==> src/rtl/training_sample_sequencer_pkg.sv <==
// Shared types and helpers for the training sample sequencer and its users.
//   sfp          : signed Q8.8 fixed-point value used by the perceptron core
//   ONE, HALF    : fixed-point constants
//   seq_state_t  : sequencer state (IDLE, TRAIN, INFER)
//   bit_to_sfp() : maps a binary input onto 0 or ONE
package training_sample_sequencer_pkg;

  localparam int SFP_W    = 16;
  localparam int SFP_FRAC = 8;

  typedef logic signed [SFP_W-1:0] sfp;

  localparam sfp ONE  = sfp'(1 << SFP_FRAC);
  localparam sfp HALF = sfp'(1 << (SFP_FRAC - 1));

  typedef enum logic [1:0] {
    IDLE,
    TRAIN,
    INFER
  } seq_state_t;

  function automatic sfp bit_to_sfp(input logic b);
    return b ? ONE : '0;
  endfunction

endpackage

==> src/rtl/training_sample_sequencer_debouncer.sv <==
// One-bit switch debouncer: 2-flop synchroniser followed by a stability counter.
//   clk  : clock
//   rst  : synchronous active-high reset (dout returns to 0)
//   din  : raw asynchronous switch input
//   dout : debounced level; follows din only after it has differed from dout
//          for DEBOUNCE_CYCLES consecutive cycles
module switch_debouncer #(
  parameter int DEBOUNCE_CYCLES = 16
) (
  input  logic clk,
  input  logic rst,
  input  logic din,
  output logic dout
);

  localparam int CNT_W = $clog2(DEBOUNCE_CYCLES);

  logic             sync1_q, sync2_q;
  logic [CNT_W-1:0] cnt_q;
  logic             dout_q;

  // NOTE: sequential state uses non-blocking assignments so every flop samples
  // pre-edge values; blocking here would collapse the synchroniser chain.
  always_ff @(posedge clk) begin
    if (rst) begin
      sync1_q <= 1'b0;
      sync2_q <= 1'b0;
      cnt_q   <= '0;
      dout_q  <= 1'b0;
    end else begin
      sync1_q <= din;
      sync2_q <= sync1_q;
      if (sync2_q == dout_q) begin
        // Agreement (including a glitch that returned) restarts the count.
        cnt_q <= '0;
      end else if (cnt_q == CNT_W'(DEBOUNCE_CYCLES - 1)) begin
        dout_q <= sync2_q;
        cnt_q  <= '0;
      end else begin
        cnt_q <= cnt_q + CNT_W'(1);
      end
    end
  end

  assign dout = dout_q;

endmodule

==> src/rtl/training_sample_sequencer.sv <==
// Stimulus source for the perceptron core. TRAIN walks the truth-table dataset
// for NUM_EPOCHS passes over a valid/ready handshake, then INFER presents the
// debounced switches. All outputs come straight from registers.
//   clk, rst         : clock, synchronous active-high reset
//   start_i          : in IDLE, begin training
//   retrain_i        : in INFER, restart training from epoch 0 (beats a handshake)
//   sw_in_i          : raw switch inputs
//   out_ready_i      : consumer accepts the presented sample
//   out_valid_o      : values_o / expected_o are valid
//   values_o         : INPUT_UNITS sfp values, element j at [j*SFP_W +: SFP_W]
//   expected_o       : label (0 or ONE); 0 in INFER
//   training_o       : high in TRAIN
//   sample_idx_o     : current dataset index
//   epoch_count_o    : completed epochs, held at NUM_EPOCHS through INFER
//   train_done_o     : one-cycle pulse on entry to INFER
module training_sample_sequencer
  import training_sample_sequencer_pkg::*;
#(
  parameter int INPUT_UNITS     = 2,
  parameter int NUM_EPOCHS      = 10,
  parameter logic [(2**INPUT_UNITS)-1:0] TRUTH_TABLE = 4'b1000,
  parameter int DEBOUNCE_CYCLES = 16,
  localparam int IDX_W = $clog2(2**INPUT_UNITS),
  localparam int VAL_W = INPUT_UNITS * SFP_W
) (
  input  logic                   clk,
  input  logic                   rst,
  input  logic                   start_i,
  input  logic                   retrain_i,
  input  logic [INPUT_UNITS-1:0] sw_in_i,
  input  logic                   out_ready_i,
  output logic                   out_valid_o,
  output logic [VAL_W-1:0]       values_o,
  output logic [SFP_W-1:0]       expected_o,
  output logic                   training_o,
  output logic [IDX_W-1:0]       sample_idx_o,
  output logic [7:0]             epoch_count_o,
  output logic                   train_done_o
);

  logic [INPUT_UNITS-1:0] sw_db;

  for (genvar g = 0; g < INPUT_UNITS; g++) begin : g_db
    switch_debouncer #(.DEBOUNCE_CYCLES(DEBOUNCE_CYCLES)) u_db (
      .clk  (clk),
      .rst  (rst),
      .din  (sw_in_i[g]),
      .dout (sw_db[g])
    );
  end

  // Element j is driven by index bit (INPUT_UNITS-1-j): element 0 is the MSB.
  function automatic logic [VAL_W-1:0] train_values(input logic [IDX_W-1:0] idx);
    logic [VAL_W-1:0] v;
    for (int j = 0; j < INPUT_UNITS; j++) v[j*SFP_W +: SFP_W] = bit_to_sfp(idx[INPUT_UNITS-1-j]);
    return v;
  endfunction

  function automatic logic [VAL_W-1:0] infer_values(input logic [INPUT_UNITS-1:0] sw);
    logic [VAL_W-1:0] v;
    for (int j = 0; j < INPUT_UNITS; j++) v[j*SFP_W +: SFP_W] = bit_to_sfp(sw[j]);
    return v;
  endfunction

  seq_state_t       state_q, state_d;
  logic [IDX_W-1:0] idx_q, idx_d;
  logic [7:0]       epoch_q, epoch_d, epoch_inc;
  logic [VAL_W-1:0] values_q, values_d;
  logic [SFP_W-1:0] expected_q, expected_d;
  logic             done_q, done_d;
  logic             hs;

  // NOTE: every always_comb output gets a default before the case so no path
  // leaves it unassigned, which would otherwise infer a latch.
  always_comb begin
    state_d    = state_q;
    idx_d      = idx_q;
    epoch_d    = epoch_q;
    values_d   = values_q;
    expected_d = expected_q;
    done_d     = 1'b0;
    hs         = (state_q != IDLE) && out_ready_i;
    epoch_inc  = epoch_q + 8'd1;

    unique case (state_q)
      IDLE: begin
        if (start_i) begin
          state_d    = TRAIN;
          idx_d      = '0;
          epoch_d    = '0;
          values_d   = train_values('0);
          expected_d = bit_to_sfp(TRUTH_TABLE[0]);
        end
      end
      TRAIN: begin
        if (hs) begin
          idx_d = idx_q + IDX_W'(1);  // last index wraps to 0
          if (idx_q == '1) begin
            epoch_d = epoch_inc;
            if (epoch_inc == 8'(NUM_EPOCHS)) begin
              state_d = INFER;
              done_d  = 1'b1;
            end
          end
          // The handshake is consumed; load whatever the next cycle presents.
          if (state_d == INFER) begin
            values_d   = infer_values(sw_db);
            expected_d = '0;
          end else begin
            values_d   = train_values(idx_d);
            expected_d = bit_to_sfp(TRUTH_TABLE[idx_d]);
          end
        end
      end
      INFER: begin
        if (retrain_i) begin
          state_d    = TRAIN;
          idx_d      = '0;
          epoch_d    = '0;
          values_d   = train_values('0);
          expected_d = bit_to_sfp(TRUTH_TABLE[0]);
        end else if (hs) begin
          values_d = infer_values(sw_db);
        end
      end
      default: state_d = IDLE;
    endcase
  end

  always_ff @(posedge clk) begin
    if (rst) begin
      state_q    <= IDLE;
      idx_q      <= '0;
      epoch_q    <= '0;
      values_q   <= '0;
      expected_q <= '0;
      done_q     <= 1'b0;
    end else begin
      state_q    <= state_d;
      idx_q      <= idx_d;
      epoch_q    <= epoch_d;
      values_q   <= values_d;
      expected_q <= expected_d;
      done_q     <= done_d;
    end
  end

  assign out_valid_o   = (state_q != IDLE);
  assign training_o    = (state_q == TRAIN);
  assign values_o      = values_q;
  assign expected_o    = expected_q;
  assign sample_idx_o  = idx_q;
  assign epoch_count_o = epoch_q;
  assign train_done_o  = done_q;

endmodule

==> config.mk <==
export PLATFORM = sky130hd
export DESIGN_NAME = training_sample_sequencer
export DESIGN_NICKNAME = d
export VERILOG_FILES = /design/src/rtl/training_sample_sequencer_pkg.sv /design/src/rtl/training_sample_sequencer_debouncer.sv /design/src/rtl/training_sample_sequencer.sv
export SDC_FILE = /design/constraint.sdc
export NUM_CORES = 1
export LEC_CHECK = 0
export BUFFER_PORTS_ARGS = -buffer_cell sky130_fd_sc_hd__buf_2
export CAP_MARGIN = 5
export CORE_UTILIZATION = 30
export DETAILED_ROUTE_END_ITERATION = 6
export PLACE_DENSITY_LB_ADDON = 0.08
export RECOVER_POWER = 100
export SYNTH_ARGS = -nofsm -noshare
export SYNTH_HDL_FRONTEND = slang
export SYNTH_SLANG_ARGS = --single-unit
==> constraint.sdc <==
create_clock -name clk -period 2.2 [get_ports clk]
set_input_delay 0.11 -clock clk [delete_from_list [all_inputs] [get_ports clk]]
set_output_delay 0.11 -clock clk [all_outputs]
set_load 0.01 [all_outputs]
==> out/results.txt <==
The fraction of synthesized area in multiplexers came out at 0.02472. In this run the horizontal extent of the chip is 84.15 microns. Broken down by cell family, the worst path's largest delay share belongs to compound AO/OA/AOI/OAI gates. The delay of the slowest cell on the worst path came out at 0.42 ns. The logs give 0.009933 ns for the worst clock skew and 0.001769 W for the power consumption. The flow ran to the end, but the final reports show violations.

Subtracting the final worst setup slack from the clock period gives 1.979 ns. Counting instances in the post-synthesis netlist gives the leading cell types as sky130_fd_sc_hd__buf_4 (45), sky130_fd_sc_hd__dfxtp_1 (30), sky130_fd_sc_hd__nor2_1 (19). In this run the power density over the cells is 820.8 nW/um^2. During placement, the flow inserted port buffers numbering 22. The number of buffers inserted by post-CTS setup repair was 0; the total setup violations reported at the end of the flow was 0.

Traced cell by cell, the critical path runs through inv_1 -> ha_1 -> nor2b_4 -> o32ai_2 -> and4b_1 -> o21ai_2 -> a221oi_1. Number of unique standard cell types used by synthesis: 46. The tools report the detailed-router iteration count before antenna repair as 7. The worst path required time came out at 2.39 ns. The tools report the number of pins exceeding their max-slew limit in the final report as 0. The path class of the tightest hold or removal check is in -> reg. The logs give 0.1188 for the global-route usage over all layers and 0.2967 for the part of the Yosys area used for sequential elements. The origin of the critical flop-to-flop path is state_q[0]. The clock passes through at most 2 buffers.

For hold timing, the worst endpoint is g_db[0].u_db.sync1_q. The HPWL after detailed placement is 3027 microns. Largest family of logic cells by synthesized area: simple AND/OR/NAND/NOR gates. The total grt overflow was 0; the maximum fanout encountered on the critical timing path was 9. The TritonCTS buffer count was 5. Leakage power figure: 0.9059 nW. The critical path starts at state_q[0]. The worst setup path is launched from a register. Hold repair after CTS inserted 0 buffers. The total buffers and inverters traversed by the critical path works out to 1. Pin placement for this block handled 68 I/O pins. The run gives 2024 sq um as the cell area after synthesis. Entering global routing, the biggest net connects 26 pins. The category of the critical setup timing path is reg -> reg. The clock reaches the later pin of the worst-skew pair after 0.28 ns. The ratio of final minimum period to clock period is 0.8997.

The adder and majority cell fraction of the synthesized area was 0.06799; the share of the synthesized area in compound gates (AO/OA/AOI/OAI) was 0.1292. Setup repair after global routing left no endpoint under its margin. The worst hold path was traced through 2 stages.

The number of endpoints with negative hold slack in the final report is 0, and the average via count per standard cell is 4.490. Average size of a mapped cell: 8.400 sq um. Post-CTS repair changed the size of 0 cells. The worst reg-to-reg path cell count was 7; the layout overhead on the synthesized area was 6.490%. The cell sitting at the root of the clock tree is a sky130_fd_sc_hd__clkbuf_8. The tools report the antenna diode instance count as 0. TritonCTS built the clock tree. The H-tree generated during clock tree synthesis spans 2 levels. For the area of the core, the log shows 6422 sq um. The ratio of cells with drive above 1 in the final layout is 0.1082. The die area is 7080 sq um.

The checks that failed: design-rule violations. The worst register-to-register path has a setup slack of 0.22 ns. The run gives 1365 as the number of global-route vias before repair.

After clock tree synthesis, the clock-pin slew on the worst setup and hold paths is 0.07 ns. The first global-routing pass estimated 6617 microns of wire. The tool flagged a number of max-cap violations equal to 0. After routing, the total negative slack on setup checks comes to 0 ns. The simple-gate portion of the synthesized area is 0.2509. Cell accounting for the most synthesized area: sky130_fd_sc_hd__dfxtp_1. The sort of element at the end of the critical path is a register.

The initial core utilization was 0.3152; the number of warning messages in the yosys log was 0. The portion of synthesized cell area occupied by the leading cell type was 0.2967; the post-detailed-routing wire length was 4123 microns. The signal arrival time at the worst endpoint came out at 2.17 ns. The number of vias in the routed layout is 1549, and the placer's final routability congestion estimate is 0.7715. The number of placement rows is 29, and the number of remaining DRC errors is 6. Clock tree synthesis found a total of 30 sinks.

The async set or reset register ratio after synthesis works out to 0. sky130_fd_sc_hd__buf_4 is the most common cell in the netlist. The capturing point of the worst reg2reg path is values_o[8]. The average wire length per cell after detail routing was 11.95 microns. Among all stages on the critical path, the largest delay is contributed by sky130_fd_sc_hd__dfxtp_1. The tools report the number of DRC markers in iteration 0 as 78. After the last flow step, the layout net total stands at 285. The number of antenna violations at the first check in global routing was 0.

The number of register bits inferred by synthesis is 30. For this run, the leading register cell type out of synthesis is sky130_fd_sc_hd__dfxtp_1. Based on the critical path, the design can be clocked at up to 505.2 MHz. VDD sags by at most 0.0002781 V.

The synthesized design contains 0 enable-type register cells. After synthesis, the cell types taking the most area are sky130_fd_sc_hd__dfxtp_1 (30%), sky130_fd_sc_hd__buf_4 (17%), sky130_fd_sc_hd__ha_1 (6.8%). Measured along the y axis, the die boundary spans 84.15 microns.

The post-synthesis share of cell area spent on xor and xnor gates works out to 0.03028. In this run the most critical hold path is launched from sw_in_i[0]. Remaining antenna violation count after routing: 0. The count of mapped cells out of synthesis came out at 241.
## layer usage
layer,up-vias,routed length (microns),share of wire,GRT usage
li1,793,-,-,-
met1,713,2088,0.51,0.1623
met2,41,1794,0.44,0.1788
met3,2,209,0.051,0.03343
met4,0,30,0.0073,0.04232
met5,-,0,0,0
## area by class of cell
type / instances / area (sq um)
Clock buffer: 6 / 82.58
Clock inverter: 2 / 60.06
Fill cell: 687 / 4267
Inverter: 7 / 26.28
Multi-Input combinational cell: 196 / 1167
Sequential cell: 30 / 600.6
Tap cell: 77 / 96.34
Timing Repair Buffer: 27 / 122.6
## worst max path at each step
| stage | endpoint | cells past startpoint |
|---|---|---|
| floorplan | values_o[24] | 8 |
| global placement | values_o[8] | 7 |
| detailed placement | values_o[8] | 7 |
| CTS | values_o[8] | 7 |
| global route | epoch_count_o[5] | 7 |
| finish | values_o[8] | 7 |
## registers in the layout, indices dropped and copies added, names as in the netlist
name / cells
train_done_o: 1
state_q: 2
values_o: 2
expected_o: 1
g_db.u_db.sync1_q: 2
epoch_count_o: 8
g_db.u_db.dout: 2
g_db.u_db.sync2_q: 2
g_db.u_db.cnt_q: 8
sample_idx_o: 2
## power breakdown
group | total [W] | switching [W] | internal, W
Sequential | 0.000588 | 0.0000243 | 0.000564
Clock | 0.000696 | 0.000213 | 0.000483
Combinational | 0.000486 | 0.000315 | 0.000171
Total | 0.00177 | 0.000552 | 0.00122
## layout by cell type, fill, tap and decap left out, types with 4 or more instances in the layout
master,netlist,final
sky130_fd_sc_hd__xnor2_1,5,5
sky130_fd_sc_hd__nor2_1,19,19
sky130_fd_sc_hd__clkbuf_8,0,6
sky130_fd_sc_hd__ha_1,11,11
sky130_fd_sc_hd__conb_1,1,45
sky130_fd_sc_hd__dfxtp_1,30,30
sky130_fd_sc_hd__nand3_1,18,19
sky130_fd_sc_hd__mux2i_1,5,5
sky130_fd_sc_hd__o21ai_0,8,8
sky130_fd_sc_hd__clkbuf_1,2,16
sky130_fd_sc_hd__nand2_1,16,16
sky130_fd_sc_hd__nand3b_1,4,4
sky130_fd_sc_hd__a21oi_1,13,13
sky130_fd_sc_hd__buf_2,3,8
sky130_fd_sc_hd__inv_1,7,7
sky130_fd_sc_hd__and3_1,4,4
sky130_fd_sc_hd__nor2b_1,6,6
## metrics by stage
| step | hold slack, ns | area, sq um | worst slack, ns | utilization | instances |
|---|---|---|---|---|---|
| global route | 0.02437 | 2156 | 0.02388 | 0.3357 | 345 |
| floorplan | 0.2382 | 2190 | 0.3624 | - | 285 |
| detailed placement | 0.3247 | 2058 | 0.2636 | 0.3205 | 337 |
| CTS | 0.02788 | 2201 | 0.2281 | 0.3427 | 345 |
| finish | 0.03219 | 2156 | 0.2208 | 0.3357 | 345 |
| global placement | 0.3210 | 2058 | 0.2152 | 0.3205 | 337 |
## cell families (layout without fill, tap and decap cells)
logic type | Yosys count | count (layout)
AND/OR/NAND/NOR | 92 | 92
buffers and inverters | 59 | 42
AO/OA/AOI/OAI | 36 | 36
flip-flops | 30 | 30
adder cells (fa/ha/maj) | 11 | 11
XOR/XNOR | 7 | 7
multiplexers | 5 | 5
other | 1 | 45
Note: power is estimated with default switching activity, not from simulation.
